`config.mk`:
```
export PLATFORM = sky130hd
export DESIGN_NAME = apb_master_bridge
export DESIGN_NICKNAME = d
export VERILOG_FILES = /design/src/rtl/apb_master_bridge.sv
export SDC_FILE = /design/constraint.sdc
export NUM_CORES = 1
export LEC_CHECK = 0
export ABC_AREA = 1
export CORE_AREA = 2 2 162 164
export CTS_CLUSTER_DIAMETER = 200
export DETAILED_ROUTE_END_ITERATION = 12
export DIE_AREA = 0 0 164 166
export PLACE_DENSITY = 0.84
export SLEW_MARGIN = 20
export SYNTH_ARGS = -nofsm -noshare
export SYNTH_HDL_FRONTEND = slang
export SYNTH_SLANG_ARGS = --single-unit
```
`constraint.sdc`:
```
create_clock -name clk -period 9.7 [get_ports clk]
set_clock_uncertainty 0.1 [all_clocks]
set_input_delay 1.455 -clock clk [delete_from_list [all_inputs] [get_ports clk]]
set_output_delay 1.455 -clock clk [all_outputs]
set_load 0.05 [all_outputs]
```
`src/rtl/apb_master_bridge.sv`:
```
// APB master engine: buffers register-access requests in a small FIFO and runs
// them one at a time on an APB master port, returning one response per request.
module apb_master_bridge #(
  parameter int REQ_DEPTH = 4,
  parameter int TIMEOUT   = 255
) (
  input  logic                       clk,
  input  logic                       rst,
  input  logic                       req_valid,
  output logic                       req_ready,
  input  logic                       req_write,
  input  logic [31:0]                req_addr,
  input  logic [31:0]                req_wdata,
  output logic                       rsp_valid,
  input  logic                       rsp_ready,
  output logic [31:0]                rsp_rdata,
  output logic                       rsp_write,
  output logic                       rsp_timeout,
  output logic                       busy,
  output logic [$clog2(REQ_DEPTH):0] fifo_level,
  output logic                       m_apb_psel,
  output logic                       m_apb_penable,
  output logic                       m_apb_pwrite,
  output logic [31:0]                m_apb_paddr,
  output logic [31:0]                m_apb_pwdata,
  input  logic                       m_apb_pready,
  input  logic [31:0]                m_apb_prdata
);

  localparam int PTR_W = $clog2(REQ_DEPTH);
  localparam int LVL_W = PTR_W + 1;
  localparam int CNT_W = (TIMEOUT > 1) ? $clog2(TIMEOUT + 1) : 1;
  localparam logic [CNT_W-1:0] CNT_LAST = CNT_W'((TIMEOUT > 0) ? TIMEOUT - 1 : 0);

  typedef enum logic [1:0] {IDLE, SETUP, ACCESS, RESP} state_t;

  typedef struct packed {
    logic        write;
    logic [31:0] addr;
    logic [31:0] wdata;
  } entry_t;

  entry_t           mem [REQ_DEPTH];
  entry_t           head;
  logic [PTR_W-1:0] wr_ptr, rd_ptr;
  logic [LVL_W-1:0] count;
  logic [CNT_W-1:0] wait_cnt;
  state_t           state, next_state;
  logic             push, pop, fifo_empty, expired, done;

  assign fifo_empty = (count == '0);
  assign req_ready  = (count != LVL_W'(REQ_DEPTH));
  assign fifo_level = count;
  assign push       = req_valid && req_ready;
  assign pop        = (next_state == SETUP);
  assign head       = mem[rd_ptr];
  // The TIMEOUT-th consecutive wait cycle aborts, unless pready arrives on it.
  assign expired    = (TIMEOUT != 0) && !m_apb_pready && (wait_cnt == CNT_LAST);
  assign done       = (state == ACCESS) && (m_apb_pready || expired);
  assign busy       = !fifo_empty || (state != IDLE);

  // NOTE: storage has no reset; count and pointers alone decide which entries are valid.
  always_ff @(posedge clk) begin
    if (push) mem[wr_ptr] <= '{write: req_write, addr: req_addr, wdata: req_wdata};
  end

  // NOTE: sequential state uses non-blocking assignments so every register samples pre-edge values.
  always_ff @(posedge clk or negedge rst) begin
    if (!rst) begin
      wr_ptr <= '0;
      rd_ptr <= '0;
      count  <= '0;
    end else begin
      if (push) wr_ptr <= wr_ptr + 1'b1;
      if (pop)  rd_ptr <= rd_ptr + 1'b1;
      case ({push, pop})
        2'b10:   count <= count + 1'b1;
        2'b01:   count <= count - 1'b1;
        default: ;
      endcase
    end
  end

  always_ff @(posedge clk or negedge rst) begin
    if (!rst) state <= IDLE;
    else      state <= next_state;
  end

  // NOTE: every combinational output gets a default first so no latch is inferred.
  always_comb begin
    next_state = state;
    case (state)
      IDLE:    if (!fifo_empty) next_state = SETUP;
      SETUP:   next_state = ACCESS;
      ACCESS:  if (m_apb_pready || expired) next_state = RESP;
      RESP:    if (rsp_ready) next_state = fifo_empty ? IDLE : SETUP;
      default: next_state = IDLE;
    endcase
  end

  always_comb begin
    m_apb_psel    = 1'b0;
    m_apb_penable = 1'b0;
    rsp_valid     = 1'b0;
    case (state)
      SETUP:   m_apb_psel = 1'b1;
      ACCESS: begin
        m_apb_psel    = 1'b1;
        m_apb_penable = 1'b1;
      end
      RESP:    rsp_valid = 1'b1;
      default: ;
    endcase
  end

  // APB address/data load only on pop, so they keep their last value between transfers.
  always_ff @(posedge clk or negedge rst) begin
    if (!rst) begin
      m_apb_pwrite <= 1'b0;
      m_apb_paddr  <= '0;
      m_apb_pwdata <= '0;
      wait_cnt     <= '0;
      rsp_rdata    <= '0;
      rsp_write    <= 1'b0;
      rsp_timeout  <= 1'b0;
    end else begin
      if (pop) begin
        m_apb_pwrite <= head.write;
        m_apb_paddr  <= head.addr;
        m_apb_pwdata <= head.wdata;
      end
      if (state == SETUP)                        wait_cnt <= '0;
      else if (state == ACCESS && !m_apb_pready) wait_cnt <= wait_cnt + 1'b1;
      if (done) begin
        rsp_rdata   <= (m_apb_pready && !m_apb_pwrite) ? m_apb_prdata : '0;
        rsp_write   <= m_apb_pwrite;
        rsp_timeout <= !m_apb_pready;
      end
    end
  end

endmodule

```
==> summary.md <==
| Metric | Value |
|---|---|
| Status | `completed` |
| Core area | `25600 um^2` |
| Largest net degree at the start of global routing | `108` |
| Total GRT Usage | `0.244` |
| Top post-synthesis cells by area | `edfxtp_1 53%, dfrtp_1 20%, o21ai_0 7.3%, nor2_1 5.3%, nand2_1 4.8%` |
| Cells after synthesis | `1268` |
| Vias/cell | `5.70` |
| Starting Density | `0.578` |
| PortBufs | `208` |
| Vias in the first global route | `10.3k` |
| Power per cell area | `367 nW/um^2` |
| Req. time, crit path | `9.97 ns` |
| Area delta synth->final | `22.9%` |
| Synthesized cell area | `14800 um^2` |
| Max Slew Vio Count | `0` |
| Final Non-Filler Cells | `1802` |
| Worst Hold Class | `register to register` |
| Final worst-path cycle share | `0.574` |
| CTS tree | `done` |
| Asr flop ratio synth | `0.309` |
| Switching power total | `2.86 mW` |
| Critical Path AT | `5.83 ns` |
| Grt ovf | `0` |
| Internal power | `3.82 mW` |
| Setup violations, final | `0` |
| Largest area contributor in the netlist | `edfxtp_1` |
| Post-CTS Setup Inserts | `0` |
| Final WL | `32900 um` |
| Synth cell types | `26` |
| #FFs+latches synth | `376` |
| RSZ-0062 raised after global routing | `false` |
| GPL Wtd Cong | `0.773` |
| Worst slew pin tran | `1.06 ns` |
| Reg power frac | `0.361` |
| Clk slew on worst S/H paths | `0.06 ns` |
| Max-cap violation count | `0` |
| Syn avg cell area | `11.7 um^2` |
| Initial antenna violation count | `1` |
| Die ar. | `27200 um^2` |
| VDD IR max | `310 uV` |
| Drt first pass iters | `5` |
| Nets@finish | `1554` |
| Critical Path Source Type | `input pin` |
| # resized after CTS | `0` |
| CTS Sinks | `376` |
| Ports | `209` |
| Skew-Pair Late Insertion Delay | `0.51 ns` |
| Post-synth top cells | `260 x edfxtp_1, 216 x o21ai_0, 210 x nor2_1` |
| DP HPWL | `18200 um` |
| Routed vias | `10.3k` |
| F_max | `180 MHz` |
| Fin Setup TNS | `0 ns` |
| First-pass GRT wire length | `52200 um` |
| Seq/Total Area, Yosys | `0.724` |
| Critical path class | `input pin to register` |
| Clock buffer depth | `3` |
| Synth Warn # | `0` |
| Share of layout cells above drive strength 1 | `0.0491` |
| EDFF count, synth | `260` |
| Minimum clock period | `5.57 ns` |
| Wire per inst | `18.3 um` |
| Syn Nets | `1382` |
| TritonCTS buffer count | `37` |
| Post-synth top area share | `0.528` |
| Detail Route Antenna Nets | `0` |
| Max_slew headroom | `0.296` |
| Die width | `164 um` |
| Count of final hold-check violations | `0` |
| Main synth FF type | `edfxtp_1` |
| Hold-fix buffers, CTS | `0` |
| CTS Root Cell | `clkbuf_16` |
| Crit. End Element | `register` |
| Gate power share | `0.438` |
| Leak pwr | `6.89 nW` |
| DRC viols | `0` |
| Core Rows | `59` |
| Die Ht | `166 um` |
| Sw Ratio | `0.428` |
| H-tree depth | `2` |
| Most frequent cell after synthesis | `edfxtp_1` |
| DR iter-0 viols | `838` |
| Clock Power Share | `0.201` |
| DP Cell Count | `1736` |
| Largest fanout on the critical path | `69` |
[sequential cells by signal (all words and copies together) (netlist names)]
signal / cells
mem: 260
m_apb_paddr: 32
m_apb_pwdata: 32
rsp_rdata: 32
wait_cnt: 8
fifo_level: 3
rd_ptr: 2
state: 2
wr_ptr: 2
m_apb_pwrite: 1
rsp_timeout: 1
rsp_write: 1
[worst paths after layout]
check                                           start                            to  slack (ns)  cells after the start
max                                      m_apb_pready     fifo_level[2]$_DFFE_PN0P_        4.13                     13
min                        m_apb_paddr[4]$_DFFE_PN0N_    m_apb_paddr[4]$_DFFE_PN0N_        0.37                      2
max reg2reg                   wait_cnt[0]$_DFFE_PN0P_     fifo_level[2]$_DFFE_PN0P_        4.85                     16
min reg2reg                m_apb_paddr[4]$_DFFE_PN0N_    m_apb_paddr[4]$_DFFE_PN0N_        0.37                      2
max in group asynchronous                         rst         rd_ptr[0]$_DFFE_PN0N_        7.30                      2
min in group asynchronous                         rst  m_apb_pwdata[29]$_DFFE_PN0N_        0.76                      1
[worst max-delay path, cell delays in order]
cell,delay [ns]
buf_2,0.49
inv_1,0.09
nand2_1,0.10
nand2_2,0.56
nand2_4,0.95
nand3_4,0.91
inv_1,0.21
ha_1,0.17
inv_1,0.06
fa_1,0.38
a21oi_1,0.14
o21ai_0,0.13
xor2_1,0.16
[power groups by stage]
stage,Combinational [mW],Clock [mW],Sequential [mW]
floorplan,1.34,0,3.11
global placement,2.85,0,2.42
detailed placement,2.93,0,2.44
CTS,2.95,1.36,2.41
global route,3.20,1.42,2.45
finish,2.93,1.34,2.41
[cell type report]
class,count,area [um^2]
Sequential cell,376,10700
Clock inverter,10,80.1
Inverter,31,120
Multi-Input combinational cell,776,3650
Timing Repair Buffer,218,2150
Fill cell,1719,7430
Antenna cell,1,2.50
Clock buffer,55,1040
Tap cell,335,419
[per-stage QoR]
step	power [mW]	instance area (um^2)	setup slack, ns	hold WS [ns]	utilization
after detailed placement	5.36	17100	2.83	0.359	0.666
after CTS	6.71	18200	3.31	0.373	0.710
after global routing	7.08	18200	3.65	0.400	0.710
after floorplan	4.45	14800	4.73	0.357	-
after global placement	5.27	17100	2.88	0.353	0.666
final	6.68	18200	4.13	0.372	0.710
[layout by cell type, fill, tap and decap left out, types with 2 or more instances in the layout]
cell / count
edfxtp_1: 260
o21ai_0: 216
nor2_1: 206
clkdlybuf4s50_1: 206
nand2_1: 189
dfrtp_1: 115
nand4_1: 69
nand3_1: 40
clkbuf_16: 38
inv_1: 28
o21ai_1: 22
clkbuf_1: 14
ha_1: 11
buf_4: 10
a21oi_1: 7
clkinv_2: 6
nor2_4: 4
clkinv_1: 3
xor2_1: 3
clkbuf_8: 3
nor3_1: 2
[routing by layer]
layer / GRT usage / wire length [um] / up-vias
li1: - / - / 4782
met1: 0.318 / 12900 / 4994
met2: 0.415 / 16500 / 458
met3: 0.0465 / 2790 / 45
met4: 0.0789 / 669 / 0
met5: 0 / 0 / -
[cells by family after synthesis]
family / synth area share
flops: 0.724
fa+ha+maj: 0.0107
compound gates: 0.0840
xor+xnor: 0.00237
simple gates: 0.146
buf+inv: 0.0332
Power figures use the tool's default switching activity.
